[src/rtl/imem_boot_loader.sv]
// imem_boot_loader: packs a little-endian byte stream into 32-bit words, writes them to imem from 0, then releases the core.
// Optional IMEM_CHECKSUM_EN: trailing 4-byte XOR checksum decides DONE vs ERROR.
module imem_boot_loader #(
   parameter int DEPTH  = 256,
   parameter int ADDR_W = 8
) (
   input  logic              clk,
   input  logic              reset,
   input  logic              start,
   input  logic [ADDR_W:0]   word_count,
   input  logic              byte_valid,
   input  logic [7:0]        byte_data,
   output logic              byte_ready,
   output logic              mem_we,
   output logic [ADDR_W-1:0] mem_addr,
   output logic [31:0]       mem_wdata,
   output logic              cpu_stall,
   output logic              busy,
   output logic              done,
   output logic              error
);
`ifdef IMEM_CHECKSUM_EN
   typedef enum logic [2:0] {IDLE, RECV, WRITE, CHECK, DONE, ERROR} state_t;
`else
   typedef enum logic [2:0] {IDLE, RECV, WRITE, DONE, ERROR} state_t;
`endif
   localparam logic [ADDR_W:0] DEPTH_N = (ADDR_W+1)'(DEPTH);
   state_t          state_q, state_d;
   logic [ADDR_W:0] n_q, n_d, idx_q, idx_d;
   logic [1:0]      bcnt_q, bcnt_d;
   logic [31:0]     word_q, word_d;
`ifdef IMEM_CHECKSUM_EN
   logic [31:0]     csum_q, csum_d;
`endif
   always_ff @(posedge clk) begin
      if (reset) begin
         state_q <= IDLE;
         n_q     <= '0;
         idx_q   <= '0;
         bcnt_q  <= '0;
         word_q  <= '0;
`ifdef IMEM_CHECKSUM_EN
         csum_q  <= '0;
`endif
      end else begin
         state_q <= state_d;
         n_q     <= n_d;
         idx_q   <= idx_d;
         bcnt_q  <= bcnt_d;
         word_q  <= word_d;
`ifdef IMEM_CHECKSUM_EN
         csum_q  <= csum_d;
`endif
      end
   end
   always_comb begin
      state_d = state_q;
      n_d     = n_q;
      idx_d   = idx_q;
      bcnt_d  = bcnt_q;
      word_d  = word_q;
`ifdef IMEM_CHECKSUM_EN
      csum_d  = csum_q;
`endif
      case (state_q)
         IDLE, DONE, ERROR: if (start) begin
            n_d     = (word_count > DEPTH_N) ? DEPTH_N : word_count;
            idx_d   = '0;
            bcnt_d  = '0;
            word_d  = '0;
`ifdef IMEM_CHECKSUM_EN
            csum_d  = '0;
`endif
            state_d = (n_d == '0) ? DONE : RECV;
         end
         RECV: if (byte_valid) begin
            word_d[{bcnt_q, 3'b000} +: 8] = byte_data;
            bcnt_d  = bcnt_q + 2'd1;
            state_d = (bcnt_q == 2'd3) ? WRITE : RECV;
         end
         WRITE: begin
            idx_d   = idx_q + 1'b1;
`ifdef IMEM_CHECKSUM_EN
            csum_d  = csum_q ^ word_q;
            state_d = (idx_d == n_q) ? CHECK : RECV;
`else
            state_d = (idx_d == n_q) ? DONE : RECV;
`endif
         end
`ifdef IMEM_CHECKSUM_EN
         // checksum reuses the packing register; last byte compared straight off the bus
         CHECK: if (byte_valid) begin
            word_d[{bcnt_q, 3'b000} +: 8] = byte_data;
            bcnt_d  = bcnt_q + 2'd1;
            if (bcnt_q == 2'd3)
               state_d = ({byte_data, word_q[23:0]} == csum_q) ? DONE : ERROR;
         end
`endif
         default: state_d = IDLE;
      endcase
   end
`ifdef IMEM_CHECKSUM_EN
   assign byte_ready = (state_q == RECV) || (state_q == CHECK);
   assign busy       = (state_q == RECV) || (state_q == WRITE) || (state_q == CHECK);
   assign error      = (state_q == ERROR);
`else
   assign byte_ready = (state_q == RECV);
   assign busy       = (state_q == RECV) || (state_q == WRITE);
   assign error      = 1'b0;
`endif
   assign mem_we    = (state_q == WRITE);
   assign mem_addr  = mem_we ? idx_q[ADDR_W-1:0] : '0;
   assign mem_wdata = mem_we ? word_q : '0;
   assign cpu_stall = (state_q != DONE);
   assign done      = (state_q == DONE);
endmodule

[config.mk]
export PLATFORM = sky130hd
export DESIGN_NAME = imem_boot_loader
export DESIGN_NICKNAME = d
export VERILOG_FILES = /design/src/rtl/imem_boot_loader.sv
export SDC_FILE = /design/constraint.sdc
export NUM_CORES = 1
export LEC_CHECK = 0
export ABC_CLOCK_PERIOD_IN_PS = 2300
export CAP_MARGIN = 20
export CELL_PAD_IN_SITES_DETAIL_PLACEMENT = 1
export CELL_PAD_IN_SITES_GLOBAL_PLACEMENT = 2
export CORE_UTILIZATION = 29
export DETAILED_ROUTE_END_ITERATION = 8
export GPL_TIMING_DRIVEN = 0
export HOLD_SLACK_MARGIN = 0.15
export PLACE_DENSITY = 0.88
export SLEW_MARGIN = 20
export SYNTH_ARGS = -nofsm -noshare
export SYNTH_HDL_FRONTEND = slang
export SYNTH_SLANG_ARGS = --single-unit
export TNS_END_PERCENT = 30
[constraint.sdc]
create_clock -name clk -period 2.3 [get_ports clk]
set_input_delay 0.69 -clock clk [delete_from_list [all_inputs] [get_ports clk]]
set_output_delay 0.69 -clock clk [all_outputs]
set_load 0.02 [all_outputs]
# Word-level counts from Yosys, hierarchy flattened
# Cells that the tools add are included.
[word_totals] reg_bits=55 output_inout_bits=46 word_cells=48
[op_classes] n_addsub=3 order_cmp=1 n_eq_ne=9 shifts=2 muxes=18 n_reduce_logical=10
[op_table] cell="2-to-1 mux 32 bit" count=3
[op_table] cell="one-hot mux 32 bit (2 select lines)" count=1
[op_table] cell="bitwise mux 32 bit" count=1
[op_table] cell="variable shift 8 x 7 -> 32 bit (first input constant)" count=1
[op_table] cell="variable part select 8 x 7 -> 32 bit" count=1
[op_table] cell="2-to-1 mux 9 bit" count=2
[op_table] cell="one-hot mux 9 bit (2 select lines)" count=1
[op_table] cell="2-to-1 mux 2 bit" count=5
[op_table] cell="adder 9 x 1 -> 9 bit (second input constant)" count=1
[op_table] cell="== test 9 bit" count=1
[op_table] cell="> comparator 9 bit (second input constant)" count=1
[op_table] cell="logical NOT 9 bit" count=1
[op_table] cell="one-hot mux 3 bit (3 select lines)" count=1
[op_table] cell="2-to-1 mux 8 bit" count=1
[op_table] cell="negation 5 -> 7 bit" count=1
[op_table] cell="== test 3 x 2 -> 1 bit (second input constant)" count=2
[op_table] cell="2-to-1 mux 3 bit" count=2
[op_table] cell="AND reduction 2 bit" count=3
[op_table] cell="!= test 2 bit (second input constant)" count=2
[op_table] cell="one-hot mux 2 bit (2 select lines)" count=1
[op_table] cell="nonzero test 2 bit" count=2
[op_table] cell="== test 3 x 1 -> 1 bit (second input constant)" count=1
[op_table] cell="== test 3 bit (second input constant)" count=1
[op_table] cell="logical NOT 3 bit" count=1
[op_table] cell="6 further kinds" count=6

# Longest topological paths before layout
# Gate-level depths: netlist of run 1.
[logic_depth] ltp_word=6 depth_mapped=9

# Worst setup path before layout of run 1
# Ideal clock, no wire load.
[synth_timing] kind="flip-flop to output port" from="register state_q[0]" to="output mem_addr[0]" arrival_ps=1331 setup_slack_ps=279 stages_incl_launch_ff=6 path_cell_list="dfxtp_1 > inv_1 > ha_1 > clkbuf_1 > clkbuf_1 > and2_1"
[synth_via] elab_chain_len=2
[synth_lines] element="from (decl)" line="28" rtl="state_t state_q, state_d;"
[synth_lines] element="from (signal assigned)" line="46" rtl="state_q <= state_d;"
[synth_lines] element="== test 3 x 2 -> 1 bit" line="111" rtl="assign mem_we = (state_q == WRITE);"
[synth_lines] element="via mem_we" line="14" rtl="output logic mem_we,"
[synth_lines] element="2-to-1 mux 8 bit" line="112" rtl="assign mem_addr = mem_we ? idx_q[ADDR_W-1:0] : '0;"
[synth_lines] element="to (decl)" line="15" rtl="output logic [ADDR_W-1:0] mem_addr,"
# The timed path passes the listed nets, and every way through them passes these cells.

# Worst setup path after layout of run 1
[layout_timing] from="register state_q[0]" to="output done"
[layout_via] elab_chain_len=1
[layout_lines] element="== test 3 x 2 -> 1 bit" line="115" rtl="assign done = (state_q == DONE);"
[layout_lines] element="to (decl)" line="19" rtl="output logic done,"
# No other way between the ends.

==> results of run 1 <==
[cells by family (layout without fill, tap and decap cells)]
kind of cell,Yosys count,in the layout,synth area share (%)
and+or+nand+nor,158,158,29.6
other,1,1,0.132
AOI/OAI and AO/OA,72,72,17.0
muxes,7,7,2.60
adders and majority gates,8,8,3.52
buffers and inverters,37,110,5.72
xor gates and xnor gates,11,11,3.39
DFF,54,54,38.0
[cell usage after synthesis (2+ instances only)]
cell,count
a211oi_1,2
a21o_1,7
a21oi_1,19
a22oi_1,31
a32oi_1,2
and2_1,42
and3_1,2
buf_2,6
buf_4,2
clkbuf_1,16
dfxtp_1,54
ha_1,8
inv_1,11
mux2_2,3
mux2i_1,4
nand2_1,23
nand3_1,12
nand4_1,3
nor2_1,50
nor2b_1,2
nor3_1,4
nor3_4,2
nor3b_1,9
nor4_1,3
o21ai_0,6
xnor2_1,7
xor2_1,4
[path summary, 6_finish.rpt]
check | startpoint | to | slack (ns) | cells after the start
setup / recovery | state_q[0] | done | 0.07 | 3
hold / removal | word_q[3] | word_q[3] | 0.46 | 2
hold reg to reg | word_q[3] | word_q[3] | 0.46 | 2
setup reg to reg | state_q[0] | state_q[1] | 0.15 | 8
[worst reg2reg max path: stages (launching register included)]
cell,delay (ns)
dfxtp_2,0.35
inv_1,0.05
ha_2,0.29
buf_4,0.15
nor2b_1,0.48
a21oi_2,0.18
nor2_1,0.18
nor4_1,0.08
a41o_1,0.28
[repair_timing]
item / 4_1_cts / 5_1_grt
pin swaps: 0 / 1
endpoints found under the setup margin: 42 / 40
gates resized for setup: 182 / 5
buffers inserted: 1 / 1
cloned: 0 / 0
[per-stage QoR]
step / instance area, um^2 / power, W / setup TNS [ns]
floorplan: 2840 / 0.00199 / 0
global placement: 3630 / 0.00240 / -22.22
detailed placement: 3630 / 0.00243 / -23.90
CTS: 3610 / 0.00317 / -0.00319
global route: 3620 / 0.00337 / 0
finish: 3620 / 0.00313 / 0
[state kept, by name, indices dropped and copies added, names as in the netlist]
| name | cells |
|---|---|
| bcnt_q | 2 |
| word_q | 32 |
| idx_q | 9 |
| n_q | 9 |
| state_q | 2 |
[power by group through the flow]
stage | combinational (W) | clock, W | sequential (W)
floorplan | 0.000903 | 0 | 0.00108
global placement | 0.00130 | 0 | 0.00110
detailed placement | 0.00133 | 0 | 0.00110
CTS | 0.00139 | 0.000693 | 0.00108
global route | 0.00153 | 0.000743 | 0.00109
finish | 0.00138 | 0.000675 | 0.00108
[placed cells by master, fill, tap and decap left out, types with 2 or more instances in the layout]
cell / n
dfxtp_2: 2
dfxtp_1: 52
clkdlybuf4s50_1: 20
nor3b_1: 9
buf_4: 5
nand4_1: 3
buf_2: 46
xnor2_1: 7
mux2i_1: 4
a21o_1: 7
and3_1: 2
buf_8: 2
nor3_4: 2
o21ai_0: 6
nand2_1: 23
a21oi_1: 19
a211oi_1: 2
clkbuf_1: 11
mux2_2: 3
a22oi_1: 31
dlygate4sd2_1: 2
and2_1: 42
clkbuf_8: 8
nor3_1: 4
nor4_1: 3
inv_1: 11
nor2_1: 50
a32oi_1: 2
xor2_1: 4
nand3_1: 12
ha_1: 7
nor2b_1: 2
[area by class of cell]
| class | count | area share [%] |
|---|---|---|
| multi-input cells | 257 | 44.3 |
| flip-flops and latches | 54 | 29.9 |
| repair buffers | 65 | 12.2 |
| plain buffers | 26 | 4.81 |
| well taps | 129 | 4.46 |
| clock buffers | 5 | 1.90 |
| clock inverters | 3 | 1.31 |
| inverters | 11 | 1.14 |
[per-layer routing]
| metal | routed length [um] | global-route usage (%) |
|---|---|---|
| met4 | 121 | 4.91 |
| met5 | 0 | 0 |
| met1 | 4200 | 24.2 |
| met2 | 4260 | 30.6 |
| met3 | 183 | 2.08 |
==> key figures, run 1 <==
Drt
  – Detailed Routing Iterations Pass 1: 4
  – DRC errors left: 0
  – DR WL/cell: 15.9 um
  – Initial drt markers: 134
  – Routed Antenna Nets: 0
  – Vias post-DR: 2715
  – DR vias/cell: 4.94
  – WL final: 8770 um

Layout
  – Register area: 0.00108 mm^2
  – Fillers: 1167
  – Finished Core Util: 38.6%
  – Nets: 449
  – Share of cells above drive strength 1: 18.1%
  – Layout Cells excl Fill: 550
  – Multi-input gate area: 0.00160 mm^2
  – Antenna diodes: 0
  – P&R area growth vs syn: 27.3%

Die
  – Core area: 0.00937 mm^2
  – Starting Density: 30.3%
  – IO Pins: 67
  – Die Ht: 101 um
  – Die X: 101 um
  – Num rows: 35
  – Die ar.: 0.0102 mm^2

Placed design
  – Post-Place Cells: 540
  – Routability congestion estimate from global placement: 0.814
  – Post-DP HPWL: 6600 um
  – # port buffers: 63
  – Worst slack, placed: -0.562 ns

Timing
  – Worst slew pin tran: 0.785 ns
  – Hold Vio Cnt, Final: 0
  – Slew HR: 47.3%
  – Setup-failing EPs final: 0
  – Min Hold Slack: 0.460 ns
  – Pins Over Slew Limit: 0
  – Tmin final: 2.23 ns
  – PnR worst setup slack: 0.0690 ns
  – Post-Route Skew: 0.00661 ns
  – Final Cycle Share: 97.0%
  – Highest clock rate: 448 MHz
  – RSZ-0062 raised after global routing: false

Outcome
  – Outcome: completed

Setup path
  – Startpoint Class: flop
  – Crit path DAT: 1.54 ns
  – CP delay by family, top: buffers and inverters
  – CP endpoint kind: primary output
  – CP max FO: 3
  – Critical path data required time: 1.61 ns
  – CP Cell Sequence: buf_4 -> ha_1 -> clkdlybuf4s50_1
  – Slowest stage cell, crit path: clkdlybuf4s50_1
  – Critical setup path kind: reg -> out
  – Crit path buf inv count: 2
  – Worst path max stage delay: 0.61 ns

Clocking
  – Clk buf depth: 2
  – Hold Buf Count CTS: 0
  – Root Buffer: clkbuf_8
  – CTS tree: built
  – CTS Sinks: 54
  – Clock slew at reported path FFs: 0.11 ns
  – H-tree level count: 2
  – Num CTS Buffers: 5
  – Clk Latency, worst-skew pair: 0.31 ns

GRT
  – Grt ovf: 0
  – Gr usage total: 18.1%
  – First-pass GRT wire length: 14300 um
  – Largest net degree at the start of global routing: 19
  – Vias in the first global route: 2714
  – Initial antenna violation count: 0

Pwr
  – NetSw: 0.00132 W
  – Sequential power share: 34.5%
  – Internal power: 0.00182 W
  – Power Dens Cells: 866 mW/mm^2
  – Clock Power Share: 21.5%
  – Switching share of power: 42.0%
  – Max IR drop VDD: 0.383 mV
  – Leak: 1.52 nW
  – Comb pwr share: 43.9%

Yosys
  – Synth Net Count: 377
  – Mapped Area: 0.00284 mm^2
  – Top post-synthesis cells by area: dfxtp_1, and2_1, a22oi_1
  – Synth Flop Type: dfxtp_1
  – Yosys cell types: 41
  – Synth area leader: dfxtp_1
  – Post-synth EDFFs: 0
  – Fraction of registers with async set/reset: 0%
  – Post-Syn Instances: 348
  – Register area share after synthesis: 38.0%
  – FF+latch count, synth: 54
  – Synth Warn #: 0
  – Syn avg cell area: 8.17 um^2
  – Top-area cell type share of the netlist area: 38.0%

Job
  – Max-capacitance violation count: 0

Min path
  – Hold Crit Class: reg -> reg
No activity file was read; power rests on OpenSTA's default activity.
==> inputs of run 2 (changes only) <==
- CTS_CLUSTER_DIAMETER: not set -> 200
- RECOVER_POWER: not set -> 100
==> run 2 against run 1 <==
  * Final area decreased by 0.24%
  * Sequential share of layout area increased by 0.073 points
  * Clock skew increased by 0.0016 ns
  * Maximum frequency about the same
  * Critical path depth unchanged
  * Sequential power about the same
  * Total power decreased by 0.47%
  * Hold slack improved by 0.00090 ns
  * Via count decreased by 0.33%
  * Flip-flop and latch count unchanged
  * Non-clock buffer count unchanged
  * Count of clock-buffer cells in the layout unchanged
  * Largest cell class unchanged
==> key figures, run 2 (same netlist as run 1, synthesis figures left out) <==
Drt
  – DRC errors left: 0
  – WL final: 8800 um
  – Initial drt markers: 118
  – DR vias/cell: 4.92
  – Detailed Routing Iterations Pass 1: 4
  – DR WL/cell: 16.0 um
  – Routed Antenna Nets: 0
  – Vias post-DR: 2706

GRT
  – Largest net degree at the start of global routing: 19
  – Grt ovf: 0
  – First-pass GRT wire length: 14300 um
  – Initial antenna violation count: 0
  – Vias in the first global route: 2714
  – Gr usage total: 18.1%

Min path
  – Hold Startpoint: word_q[3]
  – Hold path cells: 2
  – Hold Crit Class: reg -> reg
  – Hold endpoint: word_q[3]

Layout
  – Antenna diodes: 0
  – Commonest non-fill, non-tap cells in the layout: dfxtp_1, nor2_1, clkbuf_2
  – Share of cells above drive strength 1: 18.1%
  – Commonest non-fill, non-tap cell in the layout: dfxtp_1
  – Nets: 449
  – Max reg flops: 32
  – Largest regs: word_q (32), idx_q (9), n_q (9)
  – Finished Cell Area: 0.00361 mm^2
  – Largest Register: word_q
  – P&R area growth vs syn: 27.0%
  – Layout Cells excl Fill: 550

Setup path
  – CP endpoint kind: primary output
  – RR Startpoint: state_q[0]
  – CP max FO: 3
  – Critical path data required time: 1.61 ns
  – CP delay by family, top: buffers and inverters
  – Crit path DAT: 1.54 ns
  – Worst R2R Path Depth: 8
  – Worst setup path start: state_q[0]
  – Startpoint Class: flop
  – Critical setup path kind: reg -> out
  – Worst path max stage delay: 0.61 ns
  – Crit path buf inv count: 2
  – FF-to-FF setup slack: 0.15 ns
  – Reg2reg end: state_q[1]
  – CP Cell Sequence: buf_4 -> ha_1 -> clkdlybuf4s50_1
  – Slowest stage cell, crit path: clkdlybuf4s50_1

Placed design
  – Post-Place Cells: 540
  – Post-DP HPWL: 6600 um
  – Worst slack, placed: -0.562 ns
  – Routability congestion estimate from global placement: 0.814
  – # port buffers: 63
  – DP Area: 0.00363 mm^2

Timing
  – Highest clock rate: 448 MHz
  – PnR worst setup slack: 0.0696 ns
  – Final Cycle Share: 97.0%
  – Tmin final: 2.23 ns
  – RSZ-0062 raised after global routing: false
  – Min Hold Slack: 0.461 ns
  – Pins Over Slew Limit: 0
  – TNS Setup: 0 ns
  – Slew HR: 47.7%
  – Post-Route Skew: 0.00818 ns
  – Setup-failing EPs final: 0
  – Hold Vio Cnt, Final: 0
  – Worst slew pin tran: 0.779 ns

Die
  – Num rows: 35
  – Die X: 101 um
  – IO Pins: 67
  – Die Ht: 101 um
  – Core area: 0.00937 mm^2
  – Starting Density: 30.3%
  – Die ar.: 0.0102 mm^2

Clocking
  – Clock slew at reported path FFs: 0.11 ns
  – Num CTS Buffers: 5
  – Clk Latency, worst-skew pair: 0.31 ns
  – Hold Buf Count CTS: 0
  – H-tree level count: 2
  – CTS tree: built
  – CTS Sinks: 54
  – Root Buffer: clkbuf_8
  – Clk buf depth: 2

Job
  – Max-capacitance violation count: 0

Pwr
  – Power Dens Cells: 864 mW/mm^2
  – Max IR drop VDD: 0.386 mV
  – Leak: 1.48 nW

Outcome
  – Outcome: completed
[run 2: cell count changes in the layout (fill, tap and decap cells not counted)]
cell,delta
clkbuf_2,+42
buf_2,-40
and2_0,+1
and2_1,-1
buf_4,-1
buf_6,-1
[run 2: worst max path at each step]
stage / endpoint / cells after the start
after global placement: mem_wdata[0] / 5
after floorplan: mem_addr[0] / 5
after CTS: mem_wdata[0] / 6
after global routing: done / 3
after detailed placement: mem_wdata[0] / 5
final: done / 3
[run 2: per-layer routing]
metal  up-vias  global-route usage, %  wire length, um  share of wire (%)
li1       1337                      -                -                  -
met1      1318                   24.2             4190                 48
met2        41                   30.6             4290                 49
met3        10                   2.08              205                2.3
met4         0                   4.91              121                1.4
met5         -                      0                0                  0
[run 2: what timing repair did]
action | in CTS | in global routing
setup endpoints to repair | 42 | 40
setup buffers | 1 | 1
gates resized for setup | 182 | 5
pin swaps | 0 | 1
[run 2: per-stage QoR]
step	util, %	total power, W
2_1_floorplan	-	0.00199
3_3_place_gp	38.8	0.00240
3_5_place_dp	38.8	0.00243
4_1_cts	38.5	0.00317
5_1_grt	38.5	0.00335
6_report	38.5	0.00312
[run 2: cell type report]
cell class                 count  area [um^2]
tap                          129          161
clock buffer                   5         68.8
multi-input combinational    257         1600
buffer                        26          168
fill                        1168         5760
clock inverter                 3         47.5
sequential                    54         1080
inverter                      11         41.3
timing repair buffer          65          438
[run 2: where the power goes]
| part | internal [W] | switching (W) | total [W] | leakage (nW) |
|---|---|---|---|---|
| Sequential | 0.00101 | 0.0000704 | 0.00108 | 0.437 |
| Clock | 0.000331 | 0.000347 | 0.000678 | 0.0587 |
| Combinational | 0.000458 | 0.000902 | 0.00136 | 0.985 |
| Total | 0.00180 | 0.00132 | 0.00312 | 1.48 |
[run 2: worst reg2reg max path, cell delays in order (launching register included)]
cell and delay [ns]:
dfxtp_2 0.35, inv_1 0.05, ha_2 0.29, buf_4 0.15, nor2b_1 0.48, a21oi_2 0.18
nor2_1 0.18, nor4_1 0.08, a41o_1 0.28
